[config.mk]
export PLATFORM = sky130hd
export DESIGN_NAME = horizontal_fold_ctrl
export DESIGN_NICKNAME = d
export VERILOG_FILES = /design/src/rtl/gfx_defs.sv /design/src/rtl/horizontal_fold_ctrl.sv
export SDC_FILE = /design/constraint.sdc
export NUM_CORES = 1
export LEC_CHECK = 0
export CAP_MARGIN = 20
export CORE_AREA = 2 2 126 128
export CTS_BUF_LIST = sky130_fd_sc_hd__clkbuf_2
export DETAILED_ROUTE_END_ITERATION = 16
export DIE_AREA = 0 0 128 130
export PLACE_DENSITY = 0.61
export SYNTH_ARGS = -nofsm -noshare
export SYNTH_HDL_FRONTEND = slang
export SYNTH_SLANG_ARGS = --single-unit
[constraint.sdc]
create_clock -name clk -period 2.3 [get_ports clk]
set_input_delay 0.23 -clock clk [delete_from_list [all_inputs] [get_ports clk]]
set_output_delay 0.23 -clock clk [all_outputs]
set_load 0.02 [all_outputs]
[src/rtl/gfx_defs.sv]
// Shared graphics datapath types and constants.
// Scalars are IEEE-754 single precision; vectors are packed lane arrays.
`ifndef GFX_DEFS_SV
`define GFX_DEFS_SV

`define FP_ADD_STAGES 4

package gfx_defs;

  typedef logic [31:0] fp;
  typedef fp [1:0] vec2;
  typedef fp [3:0] vec4;

  typedef enum logic [1:0] {
    NEW = 2'd0,
    FB0 = 2'd1,
    FB1 = 2'd2
  } phase_t;

endpackage

`endif

[src/rtl/horizontal_fold_ctrl.sv]
// Issue-side sequencer for horizontal_fold: runs the NEW/FB0/FB1 schedule,
// tracks live slots and presents finished sums on a valid/ready stream.
module horizontal_fold_ctrl
  import gfx_defs::*;
#(
  parameter int ADD_STAGES = `FP_ADD_STAGES,
  parameter int FOLD_LAT   = ADD_STAGES
) (
  input  logic clk,
  input  logic rst,
  input  logic in_valid,
  output logic in_ready,
  input  vec4  in_vec,
  output logic out_valid,
  input  logic out_ready,
  output fp    out_q,
  output vec4  fold_vec,
  output logic fold_stall,
  output logic fold_feedback,
  output logic fold_feedback_last,
  input  fp    fold_q,
  output logic busy
);

  localparam int SW = (ADD_STAGES > 1) ? $clog2(ADD_STAGES) : 1;
  localparam logic [SW-1:0] SLOT_LAST = SW'(ADD_STAGES - 1);

  if (FOLD_LAT != ADD_STAGES) begin : g_lat_chk
    $error("FOLD_LAT must equal ADD_STAGES");
  end
  if (ADD_STAGES < 1) begin : g_depth_chk
    $error("ADD_STAGES must be at least 1");
  end

  phase_t phase, phase_nxt;
  logic [SW-1:0] slot, slot_nxt;
  logic [ADD_STAGES-1:0] occ, occ_nxt;
  logic wrap;

  always_ff @(posedge clk or posedge rst) begin
    if (rst) begin
      slot  <= '0;
      phase <= NEW;
      occ   <= '0;
    end else begin
      slot  <= slot_nxt;
      phase <= phase_nxt;
      occ   <= occ_nxt;
    end
  end

  assign wrap      = (slot == SLOT_LAST);
  assign out_valid = (phase == NEW) && occ[slot];
  assign out_q     = fold_q;
  // Any unconsumed result freezes the whole pipe so fold_q stays put.
  assign fold_stall = out_valid && !out_ready;
  assign in_ready   = (phase == NEW) && !fold_stall;
  assign busy       = |occ;

  assign fold_vec           = in_vec;
  assign fold_feedback      = (phase != NEW);
  assign fold_feedback_last = (phase == FB1);

  always_comb begin
    slot_nxt  = slot;
    phase_nxt = phase;
    occ_nxt   = occ;
    if (!fold_stall) begin
      slot_nxt = wrap ? '0 : slot + SW'(1);
      if (phase == NEW) begin
        occ_nxt[slot] = in_valid && in_ready;
      end
      if (wrap) begin
        unique case (1'b1)
          (phase == NEW): phase_nxt = FB0;
          (phase == FB0): phase_nxt = FB1;
          default:        phase_nxt = NEW;
        endcase
      end
    end
  end

endmodule

== Word-level counts from Yosys, hierarchy flattened ==
Index checks and enable logic that the tools add are counted.
W data, S select, Z words.
Cells by class
  reductions and logical operators: 12
  multiplexer cells: 7
  equality and inequality tests: 3
  bitwise gates (word level): 1
  add/sub/neg operators: 1
  magnitude comparators: 2
Operators with widths (number)
  $logic_and A1 B1 Y1: 5
  $bwmux W4: 1
  $eq A2 B2 Y1 const B: 2
  $pmux W2 S2: 1
  $reduce_and A2 Y1: 2
  $reduce_or A4 Y1: 1
  $lt A2 B3 Y1 const B: 1
  $add A2 B1 Y2 const B: 1
  $bmux W1 S2: 1
  $demux W1 S2: 1
  $eq A2 B1 Y1 const B: 1
  $ge A2 B1 Y1 const B: 1
  $logic_not A1 Y1: 2
  $logic_not A2 Y1: 1
  $mux W1: 2
  $mux W2: 1
  $reduce_bool A2 Y1: 1
  $not A1 Y1: 1
Storage, ports and cells
  bits of input ports: 164
  word-level logic and storage cells: 29
  flip-flop bits (word level): 8

== Depth between registers and ports, before layout ==
  depth in word-level cells: 8
  gate-level depth with buffers: 5
  gate-level depth less buffers: 5

== Worst setup path before layout ==
OpenSTA, ideal clock, no wires.
  path type: register to register
  from: register slot[0]
  to: register occ[2]
  data required time: 2175 ps
  clock period less this slack: 1733 ps
  arrival time: 1608 ps
  setup time: 125 ps
  setup slack: 567 ps
  cell stages (with the launch flop): 6
  path through: dfrtp_1 inv_1 ha_1 or3b_2 a221oi_2 mux2_2
Between the ends
  cells in the longest elaborated chain, start to end: 8
  elaborated cells on any way between the ends: 15
RTL lines
  start: declaration: line horizontal_fold_ctrl.sv:36  | logic [SW-1:0] slot, slot_nxt;
  start signal: assignment: line horizontal_fold_ctrl.sv:46  | slot <= slot_nxt;
  branches (longest 8 deep; another with $lt A2 B3 Y1)
  end signal: assignment: line horizontal_fold_ctrl.sv:48  | occ <= occ_nxt;
  end: declaration: line horizontal_fold_ctrl.sv:37  | logic [ADD_STAGES-1:0] occ, occ_nxt;
Several ways; the timed one is not identified. The select of a mux whose other input is x is not followed.
A chain may end at the register's enable or synchronous reset.

== Worst setup path after layout ==
  from: register slot[0]
  to: output port fold_stall
Between the ends
  cells in the longest elaborated chain, start to end: 4
RTL lines
  $bmux W1 S2: line horizontal_fold_ctrl.sv:53  | assign out_valid = (phase == NEW) && occ[slot];
  $mux W1 (implied by the code): line horizontal_fold_ctrl.sv:53
  $logic_and A1 B1 Y1: line horizontal_fold_ctrl.sv:53
  $logic_and A1 B1 Y1: line horizontal_fold_ctrl.sv:56  | assign fold_stall = out_valid && !out_ready;
  end: declaration: line horizontal_fold_ctrl.sv:18  | output logic fold_stall,
Every way passes these cells. The select of a mux whose other input is x is not followed.

==> metrics <==
Syn-to-layout area delta=-47.9%; Avg Cell Area, Syn=8.52 um2; Die X=128 um; Ys Warns=0; Core ar.=0.0154 mm2; Hold Worst Slack=0.308 ns; Rel. slew slack=73.7%; Setup Buffers After CTS=0; global-route wire length before repair=5820 um; Crit-path slowest cell=mux4_2; vias post-DR=669; DIE AREA=0.0166 mm2; Rows=46; Mapped Nets=374; fin. max-slew vios=0; max_cap viols=0; Final period util=94.4%; initial core utilization=11.4%; ANT cells=0; Ports=330; Final nets=230; CTS tree=done; Yosys top cell area share=68.5%; Fin Clk Skew=0.000132 ns; Reg clk slew, reported paths=0.08 ns; fin worst setup slack=0.128 ns; Leak=0.316 nW; number of global-route vias before repair=755; Power Density=1160 mW/mm2; element type at the critical path end=output pin; Hold Vio Cnt, Final=0; IO buf count=9; worst hold path class=in2async; CP cell instances=mux4_2 > nand2_1 > inv_1 > clkdlybuf4s50_1; grt ovf=0; asr flop ratio synth=100%; Gate Count Post-Synth=206; Post-synth top flop=dfrtp_1; WL per Instance=18.9 um; Max Fclk=460 MHz; largest net degree at the start of global routing=10; top cells by area, synth=buf_4 68%, dfrtp_1 11%, mux2_2 3.9%, ha_1 2.9%, a221oi_2 2.6%; via/cell ratio=2.65; Hold-fix buffers, CTS=0; CP Data Required Time=2.07 ns; CP max FO=7; drt total wl=4760 um; Fillers=1820; area leader, netlist=buf_4; Synth cell types=21; drt pass-1 iters=3; arrival time worst endpoint=1.94 ns; Clock Tree Root=clkbuf_2; DRT iter0 DRCs=25; drt drc=0; CP Launch Type=register; worst-margin pin slew=0.394 ns; CTS sink cnt=8; setup TNS=0 ns; RSZ-0062 raised after global routing=false; #FFs+latches synth=8; fin crit period=2.17 ns; clock tree buffer depth=2; Max IR drop VDD=0.411 mV; Placer Congestion=0.735; GR Util All Layers=5.11%; CTS resizes=1; htree depth=1; status=completed; EDFF count, synth=0; CP peak stage delay=0.56 ns; CP Class=reg2out; dpl ws=0.131 ns; Die Ht=130 um; clk_lat worst skew=0.24 ns; register area share after synthesis=11.4%; share of cells above drive strength 1=30.0%; Antenna Nets Post-Route=0; Post-DP HPWL=4020 um; final setup violation count=0; CTS Buf Count=3; Synth Cell Area=0.00175 mm2; initial antenna violation count=0
==> per-stage QoR <==
stage                     cells  total power, W  area (um2)  util, %
after floorplan             206         0.00114        1750        -
final                       252         0.00105         913     5.92
after CTS                   252         0.00108         915     5.93
after global routing        252         0.00116         913     5.92
after global placement      249        0.000966         898     5.82
after detailed placement    249        0.000988         898     5.82
==> logic make-up after synthesis <==
group,Yosys count,share of synthesized area (%)
compound gates,7,4.35
simple gates,13,4.85
fa+ha+maj,4,2.85
flops,8,11.4
mux,10,7.20
buf+inv,164,69.3
==> flip-flops by register name (all words and copies together), names as in the netlist <==
| name | count |
|---|---|
| slot | 2 |
| phase | 2 |
| occ | 4 |
==> cell usage in the layout (no fill, tap or decap) <==
cell	synthesis	layout
o21ai_0	1	1
a221oi_1	2	2
ha_1	4	4
mux2_1	2	2
clkbuf_2	0	3
dlymetal6s2s_1	0	1
dfrtp_1	8	7
nor2b_1	2	2
a221oi_2	3	3
buf_4	160	2
nor3_1	1	1
inv_1	4	4
dfrtp_2	0	1
or3b_2	1	1
nand2_1	2	2
or2_2	1	1
and2b_1	1	1
or3b_1	3	3
mux2i_1	1	1
or4_1	1	1
a211o_1	1	1
clkdlybuf4s50_1	0	8
nor2_1	1	1
mux4_2	0	1
mux2_2	6	6
==> worst paths after layout <==
check | start | to | slack [ns] | cells past startpoint
setup / recovery | slot[0] | fold_stall | 0.13 | 4
hold / removal | rst | occ[2] | 0.31 | 2
setup reg to reg | slot[1] | occ[0] | 0.41 | 6
hold reg to reg | occ[2] | occ[2] | 0.56 | 1
max in group asynchronous | rst | slot[0] | 1.74 | 2
min in group clk | in_vec[103] | fold_vec[103] | 0.46 | 0
==> synth_stat cells (2+ instances only) <==
library cell,n
nand2_1,2
buf_4,160
mux2_1,2
nor2b_1,2
dfrtp_1,8
mux2_2,6
a221oi_1,2
inv_1,4
ha_1,4
or3b_1,3
a221oi_2,3
==> per-layer routing <==
| metal | vias up | track usage [%] | routed length, um |
|---|---|---|---|
| li1 | 203 | - | - |
| met1 | 249 | 2.35 | 708 |
| met2 | 150 | 5.85 | 1770 |
| met3 | 67 | 7.38 | 1570 |
| met4 | 0 | 8.34 | 708 |
| met5 | - | 0 | 0 |
==> cell type report <==
cell class                 instances  area, um2  share of cell area (%)
multi-input combinational         34        334                    36.6
sequential                         8        201                    22.1
tap                              192        240                    26.3
clock buffer                       3       15.0                    1.64
timing repair buffer              11        108                    11.8
inverter                           4       15.0                    1.64
==> worst max-delay path, delay by kind of cell (launching register included) <==
family                 cells  cell delay, ns
muxes                      1            0.56
DFF                        1            0.43
and+or+nand+nor            1            0.12
buffers and inverters      2            0.59
==> power by group <==
group	total [W]	leakage (nW)	switching, W	internal, W
Clock	0.0000855	0.0125	0.0000499	0.0000356
Combinational	0.000664	0.209	0.000324	0.000340
Sequential	0.000305	0.0943	0.0000891	0.000216
Note: power is estimated with default switching activity, not from simulation.
